<file path="src/rtl/fwd_pkg.sv">
// fwd_pkg: shared definitions for the forwarding scoreboard.
//   slot_t       - per-slot producer record {valid, rd, regwrite, memread}
//   SEL_RF       - operand select value meaning "read the register file"
//   *_DEFAULT    - default parameter values for fwd_scoreboard
//   AW_MAX       - storage width of rd inside slot_t (AW must not exceed it)
//   is_producer  - slot holds a valid instruction that writes a non-zero rd
package fwd_pkg;

  localparam int unsigned AW_DEFAULT       = 5;
  localparam int unsigned DEPTH_DEFAULT    = 3;
  localparam int unsigned LOAD_LAT_DEFAULT = 2;
  localparam int unsigned AW_MAX           = 16;
  localparam int unsigned SEL_RF           = 0;

  // rd is held at AW_MAX bits so the record can live in a non-parameterized
  // package; narrower addresses are zero-extended on entry.
  typedef struct packed {
    logic              valid;
    logic [AW_MAX-1:0] rd;
    logic              regwrite;
    logic              memread;
  } slot_t;

  function automatic logic is_producer(slot_t s);
    return s.valid & s.regwrite & (s.rd != '0);
  endfunction

endpackage

</file>
<file path="src/rtl/fwd_match.sv">
// fwd_match: youngest-producer priority search for one source operand.
// Ports:
//   slots_i  in   NSLOT slot records, index 0 is the youngest (ID/EX)
//   rs_i     in   source register address (zero-extended to AW_MAX)
//   used_i   in   source is actually read
//   hit_o    out  some searched slot produces rs_i
//   sel_o    out  winning slot index + 1, SEL_RF when no hit
//   load_o   out  winning producer is a load
module fwd_match
  import fwd_pkg::*;
#(
  parameter int unsigned NSLOT = 2,
  parameter int unsigned SELW  = 2
) (
  input  slot_t             slots_i [NSLOT],
  input  logic [AW_MAX-1:0] rs_i,
  input  logic              used_i,
  output logic              hit_o,
  output logic [SELW-1:0]   sel_o,
  output logic              load_o
);

  // First hit in ascending order wins, so an older load is shadowed by any
  // younger producer of the same register.
  always_comb begin
    hit_o  = 1'b0;
    sel_o  = SELW'(SEL_RF);
    load_o = 1'b0;
    for (int unsigned i = 0; i < NSLOT; i++) begin
      if (!hit_o && used_i && is_producer(slots_i[i]) && (slots_i[i].rd == rs_i)) begin
        hit_o  = 1'b1;
        sel_o  = SELW'(i + 1);
        load_o = slots_i[i].memread;
      end
    end
  end

endmodule

</file>
<file path="src/rtl/fwd_scoreboard.sv">
// fwd_scoreboard: tracks producers behind ID, generates load-use stalls and
// registered EX-stage operand forwarding selects.
// Config macro: FWD_WB_BYPASS_EN - when defined, the post-WB slot is also
//   searched (max select DEPTH); otherwise the register file is assumed to
//   write through and the search stops one slot earlier (needs DEPTH >= 2).
// Ports:
//   clk_i, rst_i                    clock, synchronous active-high reset
//   id_valid_i                      ID holds a real instruction
//   id_rs1_i/id_rs2_i               ID source addresses
//   id_rs1_used_i/id_rs2_used_i     source actually read
//   id_rd_i, id_regwrite_i          ID destination and write enable
//   id_memread_i                    ID instruction is a load
//   flush_i                         squash ID and ID/EX
//   stall_o                         combinational load-use stall
//   fwd1_sel_o/fwd2_sel_o           registered selects, 0 = register file
module fwd_scoreboard
  import fwd_pkg::*;
#(
  parameter  int unsigned AW       = AW_DEFAULT,
  parameter  int unsigned DEPTH    = DEPTH_DEFAULT,
  parameter  int unsigned LOAD_LAT = LOAD_LAT_DEFAULT,
  localparam int unsigned SELW     = $clog2(DEPTH + 1)
) (
  input  logic            clk_i,
  input  logic            rst_i,
  input  logic            id_valid_i,
  input  logic [AW-1:0]   id_rs1_i,
  input  logic [AW-1:0]   id_rs2_i,
  input  logic            id_rs1_used_i,
  input  logic            id_rs2_used_i,
  input  logic [AW-1:0]   id_rd_i,
  input  logic            id_regwrite_i,
  input  logic            id_memread_i,
  input  logic            flush_i,
  output logic            stall_o,
  output logic [SELW-1:0] fwd1_sel_o,
  output logic [SELW-1:0] fwd2_sel_o
);

`ifdef FWD_WB_BYPASS_EN
  localparam int unsigned NSRCH = DEPTH;
`else
  localparam int unsigned NSRCH = DEPTH - 1;
`endif

  localparam logic [SELW-1:0] LAT_SEL = SELW'(LOAD_LAT);

  // Only the searched slots are stored: anything shifted past them can never
  // be matched again, so dropping it early is observably identical.
  slot_t           slot_q [NSRCH];
  slot_t           slot0_d;
  logic [SELW-1:0] fwd1_sel_q, fwd1_sel_d;
  logic [SELW-1:0] fwd2_sel_q, fwd2_sel_d;

  logic            hit1, hit2, load1, load2;
  logic [SELW-1:0] sel1, sel2;
  logic            advance;

  fwd_match #(.NSLOT(NSRCH), .SELW(SELW)) u_match_rs1 (
    .slots_i (slot_q),
    .rs_i    (AW_MAX'(id_rs1_i)),
    .used_i  (id_rs1_used_i),
    .hit_o   (hit1),
    .sel_o   (sel1),
    .load_o  (load1)
  );

  fwd_match #(.NSLOT(NSRCH), .SELW(SELW)) u_match_rs2 (
    .slots_i (slot_q),
    .rs_i    (AW_MAX'(id_rs2_i)),
    .used_i  (id_rs2_used_i),
    .hit_o   (hit2),
    .sel_o   (sel2),
    .load_o  (load2)
  );

  // A load is not yet forwardable while its select would be below LOAD_LAT.
  assign stall_o = id_valid_i & ~flush_i &
                   ((hit1 & load1 & (sel1 < LAT_SEL)) |
                    (hit2 & load2 & (sel2 < LAT_SEL)));

  assign advance = id_valid_i & ~stall_o & ~flush_i;

  always_comb begin
    slot0_d    = '0;
    fwd1_sel_d = SELW'(SEL_RF);
    fwd2_sel_d = SELW'(SEL_RF);
    if (advance) begin
      slot0_d.valid    = 1'b1;
      slot0_d.rd       = AW_MAX'(id_rd_i);
      slot0_d.regwrite = id_regwrite_i;
      slot0_d.memread  = id_memread_i;
      fwd1_sel_d       = sel1;
      fwd2_sel_d       = sel2;
    end
  end

  always_ff @(posedge clk_i) begin
    if (rst_i) begin
      for (int unsigned i = 0; i < NSRCH; i++) begin
        slot_q[i] <= '0;
      end
      fwd1_sel_q <= '0;
      fwd2_sel_q <= '0;
    end else begin
      slot_q[0] <= slot0_d;
      for (int unsigned i = 1; i < NSRCH; i++) begin
        slot_q[i] <= slot_q[i-1];
      end
      fwd1_sel_q <= fwd1_sel_d;
      fwd2_sel_q <= fwd2_sel_d;
    end
  end

  assign fwd1_sel_o = fwd1_sel_q;
  assign fwd2_sel_o = fwd2_sel_q;

endmodule

</file>
<file path="config.mk">
export PLATFORM = sky130hd
export DESIGN_NAME = fwd_scoreboard
export DESIGN_NICKNAME = d
export VERILOG_FILES = /design/src/rtl/fwd_pkg.sv /design/src/rtl/fwd_match.sv /design/src/rtl/fwd_scoreboard.sv
export SDC_FILE = /design/constraint.sdc
export NUM_CORES = 1
export LEC_CHECK = 0
export CORE_AREA = 2 2 50 52
export CTS_CLUSTER_DIAMETER = 30
export DETAILED_ROUTE_END_ITERATION = 12
export DIE_AREA = 0 0 52 54
export PLACE_DENSITY = 0.7
export SLEW_MARGIN = 15
export SYNTH_ARGS = -nofsm -noshare
export SYNTH_HDL_FRONTEND = slang
export SYNTH_SLANG_ARGS = --single-unit
export TNS_END_PERCENT = 30
</file>
<file path="constraint.sdc">
create_clock -name clk_i -period 1.27 [get_ports clk_i]
set_input_delay 0.1905 -clock clk_i [delete_from_list [all_inputs] [get_ports clk_i]]
set_output_delay 0.1905 -clock clk_i [all_outputs]
set_load 0.05 [all_outputs]
</file>
==> reports/metrics.yaml <==
run_status:
  status: "complete, but fails checks"
  violations: "setup timing"
cells_and_area:
  antenna_cells: 0
  fin_area_mm2: 0.00150
  nets: 165
  nFillCells: 181
  drive_above_1_share_pct: 36.9
  regArea_um2: 397
  area_growth_pct: 78.5
  multiInputGateArea_um2: 539
worst_setup_path:
  cp_max_fo: 4
  worst_setup_path_start_kind: "flip-flop"
  arrival_ps: 1700
  cp.required_ps: 1080
  worst_setup_path_end_kind: "output pin"
  crit_type: "reg -> out"
synthesis:
  avgSynthCellArea_um2: 9.68
  synth_common_cells: "dfxtp_1 (19), xnor2_1 (12), nand2_1 (10), a21oi_1 (8), xor2_1 (8)"
  synth_top_cell_by_area: "dfxtp_1"
  synth_edf_count: 0
  syn_inst: 87
  yosysWarnings: 0
  synth.area.top_cells: "dfxtp_1 (45%), xnor2_1 (12%), xor2_1 (8.3%), nor2b_1 (5.2%), a21oi_1 (4.8%)"
  ys_types: 21
  synth-seq-cells: 19
  yosysTopAreaCellShare_pct: 45.2
  synth_area_um2: 842
  synth_nets: 110
  yosysSeqAreaShare_pct: 45.2
  async_reset_ff_share_pct: 0
  yosysMostFrequentCell: "dfxtp_1"
  ys.flop_type: "dfxtp_1"
timing:
  fmax_mhz: 530
  setup_violations: 13
  rsz0062_at_grt: "true"
  drv_slew: 0
  worstMarginPinSlew_ps: 357
  slew_headroom_pct: 76.0
  clock-skew-final_ps: 3.51
  period_needed_ps: 1890
  setup_ws_ps: -618
  hold_violations: 0
  fin_crit_sh_pct: 149
  fin_tns_setup_ps: -3290
route:
  wl_per_cell_um: 15.9
  drt_iter0_drc: 11
  viasPerCell: 4.94
  drt-met1-wl_mm: 1.02
  routed-wl-met2_mm: 1.50
  ant_nets: 0
  routed.top_layer: "met4"
  firstDrtPassIters: 4
  dr_total_vias: 845
  drt-total-wl_mm: 2.72
  dr_wl_met3_um: 150
  drcViolationCount: 0
pwr:
  p_int_mw: 0.850
  p_sw_share_pct: 24.3
  p_leak_nw: 0.638
  switching_power_mw: 0.273
  power.share.clock_pct: 26.3
  powerDensity_mw_per_mm2: 747
  p_seq_share_pct: 54.7
  power_frac_comb_pct: 19.0
  ir_drop_mv: 0.699
cts:
  h-tree-depth: 1
  clockBufferDepth: 2
  hold_buffers: 0
  clock_sinks: 19
  cts_tree: "done"
  clk_pin_slew_ps: 100
  cts_buffers: 3
  clk_latency_ps: 290
  root_buffer: "clkbuf_4"
floorplan:
  ioPinCount: 28
  die_width_um: 52
  die_h_um: 54
  start_util_pct: 36.3
  core-area_mm2: 0.00232
  die-area_mm2: 0.00281
  rows: 18
flow_run:
  drv_cap: 0
placement:
  io_buffer_count: 27
  placed_area_mm2: 0.00137
  dp_hpwl_mm: 1.75
  gp_congestion: 0.849
global_route:
  grt_pass1_vias: 820
  grt_pass1_wl_mm: 3.58
  overflow: 0
  grt_max_degree: 12
  antenna_found_initial: 0
  grt_usage_pct: 18.1
hold_path:
  hold_class: "in -> reg"
==> cell usage in the layout (no fill, tap or decap), types with 2 or more instances in the layout <==
cell type,n
clkdlybuf4s50_1,14
and3b_1,2
dfxtp_4,4
nor4_1,2
nand2_1,10
dlygate4sd2_1,8
a21oi_1,8
xor2_1,8
buf_4,24
clkbuf_4,3
dfxtp_1,14
nor3b_2,2
nor2b_1,7
buf_12,5
xnor2_2,8
nand4_1,4
xnor2_1,4
==> cell type report <==
class                   instances  share of cell area, %
clock buffers                   3                   1.50
repair buffers                 52                   33.4
multi-input cells              66                   35.9
well taps                      30                   2.50
flip-flops and latches         19                   26.4
clock inverters                 1                  0.333
==> registers in the layout, summed over array words and instances, names as in the netlist <==
register / count
fwd1_sel_o: 2
slot_q: 15
fwd2_sel_o: 2
==> through the flow <==
stage                     cells  hold slack [ps]  setup WS (ps)  power [mW]  util (%)
final                       171              405           -618        1.12      64.8
after floorplan              87              262           -203       0.692         -
after detailed placement    163              451           -563       0.818      58.8
after CTS                   171              402           -494        1.11      63.2
after global placement      163              445           -524       0.813      58.8
after global routing        171              417           -664        1.17      64.8
==> critical path, cell delays in order (launching register included) <==
cell and delay, ps:
dfxtp_4 390, xnor2_2 180, nand4_1 220, o22ai_4 220
and4b_4 260, buf_12 130
==> kinds of logic (layout without fill, tap and decap cells) <==
kind of cell / Yosys count / in the layout / share of synthesized area [%]
AND/OR/NAND/NOR: 33 / 33 / 22.7
XOR/XNOR: 20 / 20 / 20.8
flip-flops: 19 / 19 / 45.2
AO/OA/AOI/OAI: 13 / 13 / 10.3
buffers and inverters: 2 / 56 / 1.04
==> final timing paths <==
kind / start / slack, ps / to / depth (start not counted)
worst max-delay path: slot_q[25]$_SDFF_PP0_ / -620 / stall_o / 5
worst min-delay path: id_rd_i[1] / 410 / slot_q[22]$_SDFF_PP0_ / 3
worst max register to register: slot_q[25]$_SDFF_PP0_ / -250 / slot_q[23]$_SDFF_PP0_ / 7
worst min register to register: slot_q[37]$_SDFF_PP0_ / 470 / slot_q[18]$_SDFF_PP0_ / 1
==> power groups by stage <==
stage / combinational [mW] / clock [mW] / sequential [mW]
2_1_floorplan: 0.0632 / 0 / 0.629
3_3_place_gp: 0.182 / 0 / 0.631
3_5_place_dp: 0.186 / 0 / 0.632
4_1_cts: 0.194 / 0.301 / 0.614
5_1_grt: 0.225 / 0.326 / 0.616
6_report: 0.213 / 0.295 / 0.614
==> routing by layer <==
layer	vias to the layer above	global-route usage, %
li1	410	-
met1	392	19.3
met2	37	33.1
met3	6	4.44
met4	0	9.21
met5	-	0
==> timing repair <==
| item | CTS | global route |
|---|---|---|
| pin swaps | 8 | 3 |
| gates resized for setup | 20 | 6 |
| setup buffers | 4 | 0 |
| endpoints found under the setup margin | 13 | 13 |
| cloned | 0 | 0 |
Note: power is estimated with default switching activity, not from simulation.
